`src/rtl/ras_ckpt_pkg.sv`:
```
// Shared types and defaults for the checkpointed return address stack.
package ras_ckpt_pkg;

    localparam int XLEN      = 32;
    localparam int RAS_DEPTH = 8;

    typedef enum logic [1:0] {
        RAS_NONE,
        RAS_PUSH,
        RAS_POP,
        RAS_SWAP
    } ras_op_e;

endpackage

```
`src/rtl/ras_ckpt_sat_counter32.sv`:
```
// 32-bit event counter that sticks at all-ones instead of wrapping.
module ras_ckpt_sat_counter32 (
    input  logic        clk,
    input  logic        reset,
    input  logic        inc,
    output logic [31:0] cnt
);

    always_ff @(posedge clk or posedge reset) begin
        if (reset) begin
            cnt <= '0;
        end else if (inc && (cnt != 32'hFFFF_FFFF)) begin
            cnt <= cnt + 32'd1;
        end
    end

endmodule

```
`src/rtl/ras_ckpt.sv`:
```
// Speculation-safe circular return address stack with per-op checkpoint/restore.
// Overflow/underflow statistics counters are built only when RAS_STATS_EN is defined.
module ras_ckpt
    import ras_ckpt_pkg::*;
#(
    parameter int  DEPTH  = RAS_DEPTH,
    localparam int PTR_W  = $clog2(DEPTH),
    localparam int CKPT_W = 2*PTR_W + 1 + XLEN
) (
    input  logic              clk,
    input  logic              reset,
    input  logic              push,
    input  logic              pop,
    input  logic [XLEN-1:0]   push_addr,
    output logic [XLEN-1:0]   predicted_return,
    output logic              valid,
    output logic [CKPT_W-1:0] ckpt_out,
    input  logic              recover_en,
    input  logic [CKPT_W-1:0] recover_ckpt,
    output logic [31:0]       overflow_cnt,
    output logic [31:0]       underflow_cnt
);

    localparam logic [PTR_W:0] CNT_FULL = (PTR_W+1)'(DEPTH);

    logic [XLEN-1:0]  entries [DEPTH];
    logic [PTR_W-1:0] tos;
    logic [PTR_W:0]   count;
    logic [PTR_W-1:0] tos_inc;
    logic [PTR_W-1:0] rec_tos;
    logic [PTR_W:0]   rec_count;
    logic [XLEN-1:0]  rec_data;
    ras_op_e          op;

    assign tos_inc   = tos + PTR_W'(1);
    assign rec_tos   = recover_ckpt[CKPT_W-1 -: PTR_W];
    assign rec_count = recover_ckpt[XLEN +: PTR_W+1];
    assign rec_data  = recover_ckpt[XLEN-1:0];

    assign predicted_return = entries[tos];
    assign valid            = (count != '0);
    assign ckpt_out         = {tos, count, entries[tos]};

    // An empty stack turns push+pop into a plain push and a lone pop into a no-op.
    always_comb begin
        op = RAS_NONE;
        if (push && pop && (count != '0)) begin
            op = RAS_SWAP;
        end else if (push) begin
            op = RAS_PUSH;
        end else if (pop && (count != '0)) begin
            op = RAS_POP;
        end
    end

    always_ff @(posedge clk or posedge reset) begin
        if (reset) begin
            tos   <= '0;
            count <= '0;
            for (int i = 0; i < DEPTH; i++) begin
                entries[i] <= '0;
            end
        end else if (recover_en) begin
            tos              <= rec_tos;
            count            <= rec_count;
            entries[rec_tos] <= rec_data;
        end else begin
            case (op)
                RAS_PUSH: begin
                    tos              <= tos_inc;
                    entries[tos_inc] <= push_addr;
                    if (count != CNT_FULL) begin
                        count <= count + (PTR_W+1)'(1);
                    end
                end
                RAS_POP: begin
                    tos   <= tos - PTR_W'(1);
                    count <= count - (PTR_W+1)'(1);
                end
                RAS_SWAP: begin
                    entries[tos] <= push_addr;
                end
                default: ;
            endcase
        end
    end

`ifdef RAS_STATS_EN
    logic overflow_evt;
    logic underflow_evt;

    assign overflow_evt  = !recover_en && (op == RAS_PUSH) && (count == CNT_FULL);
    assign underflow_evt = !recover_en && pop && !push && (count == '0);

    ras_ckpt_sat_counter32 u_ovf_cnt (
        .clk   (clk),
        .reset (reset),
        .inc   (overflow_evt),
        .cnt   (overflow_cnt)
    );

    ras_ckpt_sat_counter32 u_udf_cnt (
        .clk   (clk),
        .reset (reset),
        .inc   (underflow_evt),
        .cnt   (underflow_cnt)
    );
`else
    assign overflow_cnt  = '0;
    assign underflow_cnt = '0;
`endif

endmodule

```
`config.mk`:
```
export PLATFORM = sky130hd
export DESIGN_NAME = ras_ckpt
export DESIGN_NICKNAME = d
export VERILOG_FILES = /design/src/rtl/ras_ckpt_pkg.sv /design/src/rtl/ras_ckpt_sat_counter32.sv /design/src/rtl/ras_ckpt.sv
export SDC_FILE = /design/constraint.sdc
export NUM_CORES = 1
export LEC_CHECK = 0
export CELL_PAD_IN_SITES_DETAIL_PLACEMENT = 1
export CELL_PAD_IN_SITES_GLOBAL_PLACEMENT = 1
export CORE_ASPECT_RATIO = 1.25
export CORE_MARGIN = 4
export CORE_UTILIZATION = 40
export DETAILED_ROUTE_END_ITERATION = 7
export GPL_TIMING_DRIVEN = 1
export HOLD_SLACK_MARGIN = 0.08
export PLACE_DENSITY_LB_ADDON = 0.15
export SLEW_MARGIN = 25
export SYNTH_ARGS = -nofsm -noshare
export SYNTH_HDL_FRONTEND = slang
export SYNTH_SLANG_ARGS = --single-unit
```
`constraint.sdc`:
```
create_clock -name clk -period 11.8 [get_ports clk]
set_clock_uncertainty 0.05 [all_clocks]
set_input_delay 1.18 -clock clk [delete_from_list [all_inputs] [get_ports clk]]
set_output_delay 1.18 -clock clk [all_outputs]
set_load 0.02 [all_outputs]
```
==> flow_summary.json, run 1 <==
{
  "peakVddDrop_mv": 0.0910,
  "grt_pass1_vias": 21900,
  "grt-ovfl-total": 0,
  "holdWs_ns": 0.436,
  "antenna_left": 0,
  "power_density_nw_per_um2": 175,
  "drt-pass1-iter-count": 5,
  "core.rowCount": 92,
  "die-area_um2": 54600,
  "timing.critical_path.cells": "buf_4 > clkinv_1 > nor2_2 > a221oi_1 > o21ai_0 > clkdlybuf4s50_1",
  "cts_buffers": 34,
  "wl_per_cell_um": 36.3,
  "syn_area_um2": 20300,
  "cts_tree": "yes",
  "grt_use_total": 0.354,
  "cpLargestDelayFamily": "buffers and inverters",
  "fillers": 5651,
  "rsz0062_at_grt": "no",
  "holdCritStartpoint": "entries[218]",
  "start_util": 0.403,
  "synthArstFlopShare": 1.00,
  "htreeDepth": 2,
  "end_kind": "output pin",
  "cp-start-kind": "register",
  "r2r_setup_slack_ns": 6.53,
  "yosysTopAreaCellShare": 0.324,
  "cpPeakStageDelay_ns": 1.02,
  "fin_setup_tns_ns": 0,
  "total_power_uw": 3930,
  "core_area_um2": 50400,
  "final_nets": 2156,
  "grt_max_degree": 145,
  "viasPerCell": 7.72,
  "slew_viol_final": 0,
  "cts.path.max_buffers": 3,
  "io_buffers": 147,
  "outcome": "complete, no violations",
  "multi_input_area_um2": 11900,
  "cts_hold_buf": 0,
  "clk_pin_slew_ns": 0.06,
  "setup_viol": 0,
  "relSlewSlack": 0.268,
  "cp_slowest_cell": "clkinv_1",
  "reg2reg_from": "tos[0]",
  "layout.area.seq_um2": 6590,
  "post-route-min-period_ns": 6.13,
  "finalCritPeriodShare": 0.520,
  "max_freq_ghz": 0.163,
  "drive_above_1_share": 0.162,
  "area.growth.synth_to_final_pct": 10.4,
  "ys_warn_count": 0,
  "clk_latency_ns": 0.53,
  "antenna_found_initial": 0,
  "cts_root_buf": "clkbuf_16",
  "synth_common_cells": "dfrtp_1 (263), clkbuf_1 (220), o2111ai_1 (193)",
  "hold_class": "reg2reg",
  "gp_congestion": 0.838,
  "hpwlAfterDp_um": 51800,
  "cap_violations": 0,
  "synth_cell_types": 71,
  "syn_inst": 2207,
  "clkSinkCount": 263,
  "synth_edf_count": 0,
  "synth_flop_cell": "dfrtp_1",
  "crit_fanout": 30,
  "critPathArrivalTime_ns": 4.90,
  "synth_top_cell_by_area": "dfrtp_1",
  "post_cts_buffers": 0,
  "ys_seq_elements": 263,
  "cts_resized": 0,
  "leakage_uw": 0.00797,
  "crit_type": "reg2out",
  "yosysMostFrequentCell": "dfrtp_1",
  "drc_errors": 0,
  "fp.dieW_um": 210,
  "synth.yosys.seq_area_share": 0.324,
  "io_pins": 212,
  "path_buf_inv": 3,
  "synth.area.top_cells": "dfrtp_1 (32%), mux2_2 (9.4%), o2111ai_1 (8.3%), buf_4 (4.3%), o311ai_0 (4.1%)",
  "hold_viol_final": 0,
  "synth.avg_cell_area_um2": 9.22,
  "drtIter0Drc": 2348,
  "final_util": 0.445,
  "tightest_slew_ns": 1.10,
  "routed_wl_um": 100000,
  "dr_total_vias": 21300,
  "cp.required_ns": 10.57,
  "setup.worst_path.start": "tos[2]",
  "grt_pass1_wl_um": 148000,
  "die_h_um": 260
}
==> per-layer routing <==
layer	wire, µm	vias up	track usage
li1	-	8479	-
met4	7030	0	0.212
met3	9450	448	0.0676
met1	38700	10900	0.450
met5	0	-	0
met2	45000	1488	0.559
==> power breakdown <==
part	switching (µW)	total, µW	internal (µW)
clock	445	1090	647
combinational	1080	1600	519
sequential	137	1240	1100
==> state kept, by name (all words and copies together), names as in the netlist <==
| name | cells |
|---|---|
| tos | 3 |
| count | 4 |
| entries | 256 |
==> worst paths after layout <==
path / to / cells after the start
setup / recovery: predicted_return[15] / 6
hold / removal: entries[218] / 1
setup reg to reg: entries[195] / 8
hold reg to reg: entries[218] / 1
max in group asynchronous: entries[100] / 4
min in group asynchronous: entries[60] / 2
==> worst reg2reg max path: cells and delay by family, from the launching register on <==
kind / cells / cell delay (ns)
AOI/OAI and AO/OA: 2 / 0.87
adders and majority gates: 1 / 0.75
buffers and inverters: 3 / 1.93
DFF: 1 / 0.45
muxes: 1 / 0.43
and+or+nand+nor: 1 / 0.68
==> cells in the final DEF (no fill, tap or decap), drive strengths merged, types with 4 or more instances in the layout <==
master and count:
mux2i 9, a31oi 67, nand2b 36, a21oi 10, nand4 97, a41oi 64, clkbuf 50, nor3 5
nor4 132, nand3 80, clkdlybuf4s50 146, nand2 160, mux4 11, a221oi 32, buf 67, o2111ai 193
nor2 25, o211ai 99, dfrtp 263, xnor2 6, a22o 7, mux2 215, o311ai 96, nor2b 36
and3b 4, o21ai 18, o221ai 5, or3 4, clkinv 8, conb 64, a22oi 40, and2 6
==> cell families after synthesis <==
kind of cell | synth area share
xor gates and xnor gates | 0.00418
AOI/OAI and AO/OA | 0.262
buffers and inverters | 0.111
and+or+nand+nor | 0.161
other | 0.000184
muxes | 0.136
adders and majority gates | 0.00185
DFF | 0.324
==> final cells by class <==
class / count / area share
Clock inverter: 7 / 0.00396
Antenna cell: 1 / 0.000111
Inverter: 6 / 0.00139
Tap cell: 658 / 0.0367
Timing Repair Buffer: 213 / 0.0893
Sequential cell: 263 / 0.293
Multi-Input combinational cell: 1559 / 0.529
Clock buffer: 50 / 0.0460
==> per-stage QoR <==
stage          cell area (µm²)  setup slack [ns]  instances
3_5_place_dp             21300              6.21       2699
4_1_cts                  22400              5.79       2756
5_1_grt                  22400              5.64       2756
2_1_floorplan            20600              3.33       2270
3_3_place_gp             21300              6.30       2699
6_report                 22500              5.67       2757
Note: power is estimated with default switching activity, not from simulation.
==> run 2: changes to the inputs <==
Clock period 11.8 ns to 5.62 ns, I/O delays scaled along.
==> run 2 against run 1 <==
Effect of this change:
- critical path type unchanged
- largest power group unchanged
- routed wire length increased by 0.77%
- first-iteration DRC count increased by 1.8%
- sequential power increased by 110%
- highest routed layer unchanged
==> flow_summary.json, run 2 (synthesis results as in run 1) <==
{
  "outcome": "complete, no violations",
  "finalCritPeriodShare": 0.847,
  "rsz0062_at_grt": "no",
  "leakage_uw": 0.00799,
  "grt_use_total": 0.354,
  "core_area_um2": 50400,
  "drc_errors": 0,
  "io_pins": 212,
  "fp.dieW_um": 210,
  "fin_setup_tns_ns": 0,
  "hold_class": "in2reg",
  "power_density_nw_per_um2": 360,
  "antennaDiodeCount": 0,
  "cts_tree": "yes",
  "cp_slowest_cell": "nor2_2",
  "reg_top3": "entries (256), count (4), tos (3)",
  "cap_violations": 0,
  "htreeDepth": 1,
  "setup_viol": 0,
  "tightest_slew_ns": 1.14,
  "gp_congestion": 0.838,
  "end_kind": "output pin",
  "grt_max_degree": 184,
  "die_h_um": 260,
  "timing.critical_path.cells": "clkinv_1 > buf_4 > nor2_2 > a221oi_1 > o21ai_0 > clkdlybuf4s50_1",
  "cts_buffers": 31,
  "cts_hold_buf": 0,
  "cp.required_ns": 5.01,
  "core.rowCount": 92,
  "cts_resized": 0,
  "layout_commonest_cell": "dfrtp_1",
  "start_util": 0.403,
  "cp-start-kind": "register",
  "max_freq_ghz": 0.210,
  "cpLargestDelayFamily": "buffers and inverters",
  "viasPerCell": 7.68,
  "grt_pass1_vias": 21900,
  "crit_type": "reg2out",
  "clk_latency_ns": 0.62,
  "path_buf_inv": 3,
  "slew_viol_final": 0,
  "wl_per_cell_um": 36.5,
  "layout_common_cells": "dfrtp_1 (260), o2111ai_1 (193), mux2_2 (170)",
  "peakVddDrop_mv": 0.245,
  "holdWs_ns": 0.424,
  "post_cts_buffers": 0,
  "final_util": 0.447,
  "hold_viol_final": 0,
  "grt-ovfl-total": 0,
  "antenna_left": 0,
  "drive_above_1_share": 0.166,
  "die-area_um2": 54600,
  "hpwlAfterDp_um": 55200,
  "grt_pass1_wl_um": 149000,
  "cts.path.max_buffers": 3,
  "area.growth.synth_to_final_pct": 10.7,
  "largest_register": "entries",
  "largest_register_ffs": 256,
  "post-route-min-period_ns": 4.76,
  "clkSinkCount": 263,
  "antenna_found_initial": 1,
  "total_power_uw": 8100,
  "routed_wl_um": 101000,
  "drtIter0Drc": 2391,
  "cpPeakStageDelay_ns": 0.87,
  "crit_fanout": 18,
  "relSlewSlack": 0.242,
  "critPathArrivalTime_ns": 4.15,
  "dr_total_vias": 21200,
  "drt-pass1-iter-count": 5,
  "cts_root_buf": "clkbuf_16",
  "clk_pin_slew_ns": 0.07,
  "io_buffers": 147,
  "final_nets": 2168
}
==> run 2: worst paths after layout <==
path                               from             endpoint  slack (ns)  cells after the start
min reg2reg                entries[245]         entries[245]        0.44                      1
max                              tos[2]  predicted_return[7]        0.86                      6
max reg2reg                      tos[1]           entries[0]        1.40                      7
min                          recover_en             count[3]        0.42                      3
max in group asynchronous         reset               tos[0]        4.40                      3
min in group asynchronous         reset          entries[60]        0.43                      3
==> run 2: area by class of cell <==
cell class	instances	area, µm²
fill	5692	27900
timing repair buffer	228	2190
sequential	263	6590
tap	658	823
inverter	6	28.8
clock buffer	43	901
clock inverter	8	97.6
multi-input combinational	1559	11900
==> run 2: layer usage <==
layer	wire length, µm	track usage	part of all wire	vias up
li1	-	-	-	8496
met1	38800	0.452	0.38	10900
met2	46300	0.570	0.46	1412
met3	8980	0.0609	0.089	401
met4	6790	0.197	0.067	0
met5	0	0	0	-
==> run 2: through the flow <==
step	setup WS [ns]	cell area (µm²)	cells
after floorplan	1.54	20600	2270
after global placement	1.50	21500	2714
after detailed placement	1.40	21500	2714
after CTS	1.02	22500	2765
after global routing	0.897	22500	2765
final	0.859	22500	2765
==> run 2: where the power goes <==
| part | switching [µW] | internal (µW) |
|---|---|---|
| Sequential | 296 | 2310 |
| Clock | 922 | 1190 |
| Combinational | 2260 | 1120 |
| Total | 3480 | 4620 |
==> run 2: worst min-delay path, stage by stage <==
cell	delay, ns
buf_6	0.22
nand2_1	0.14
o31ai_1	0.05
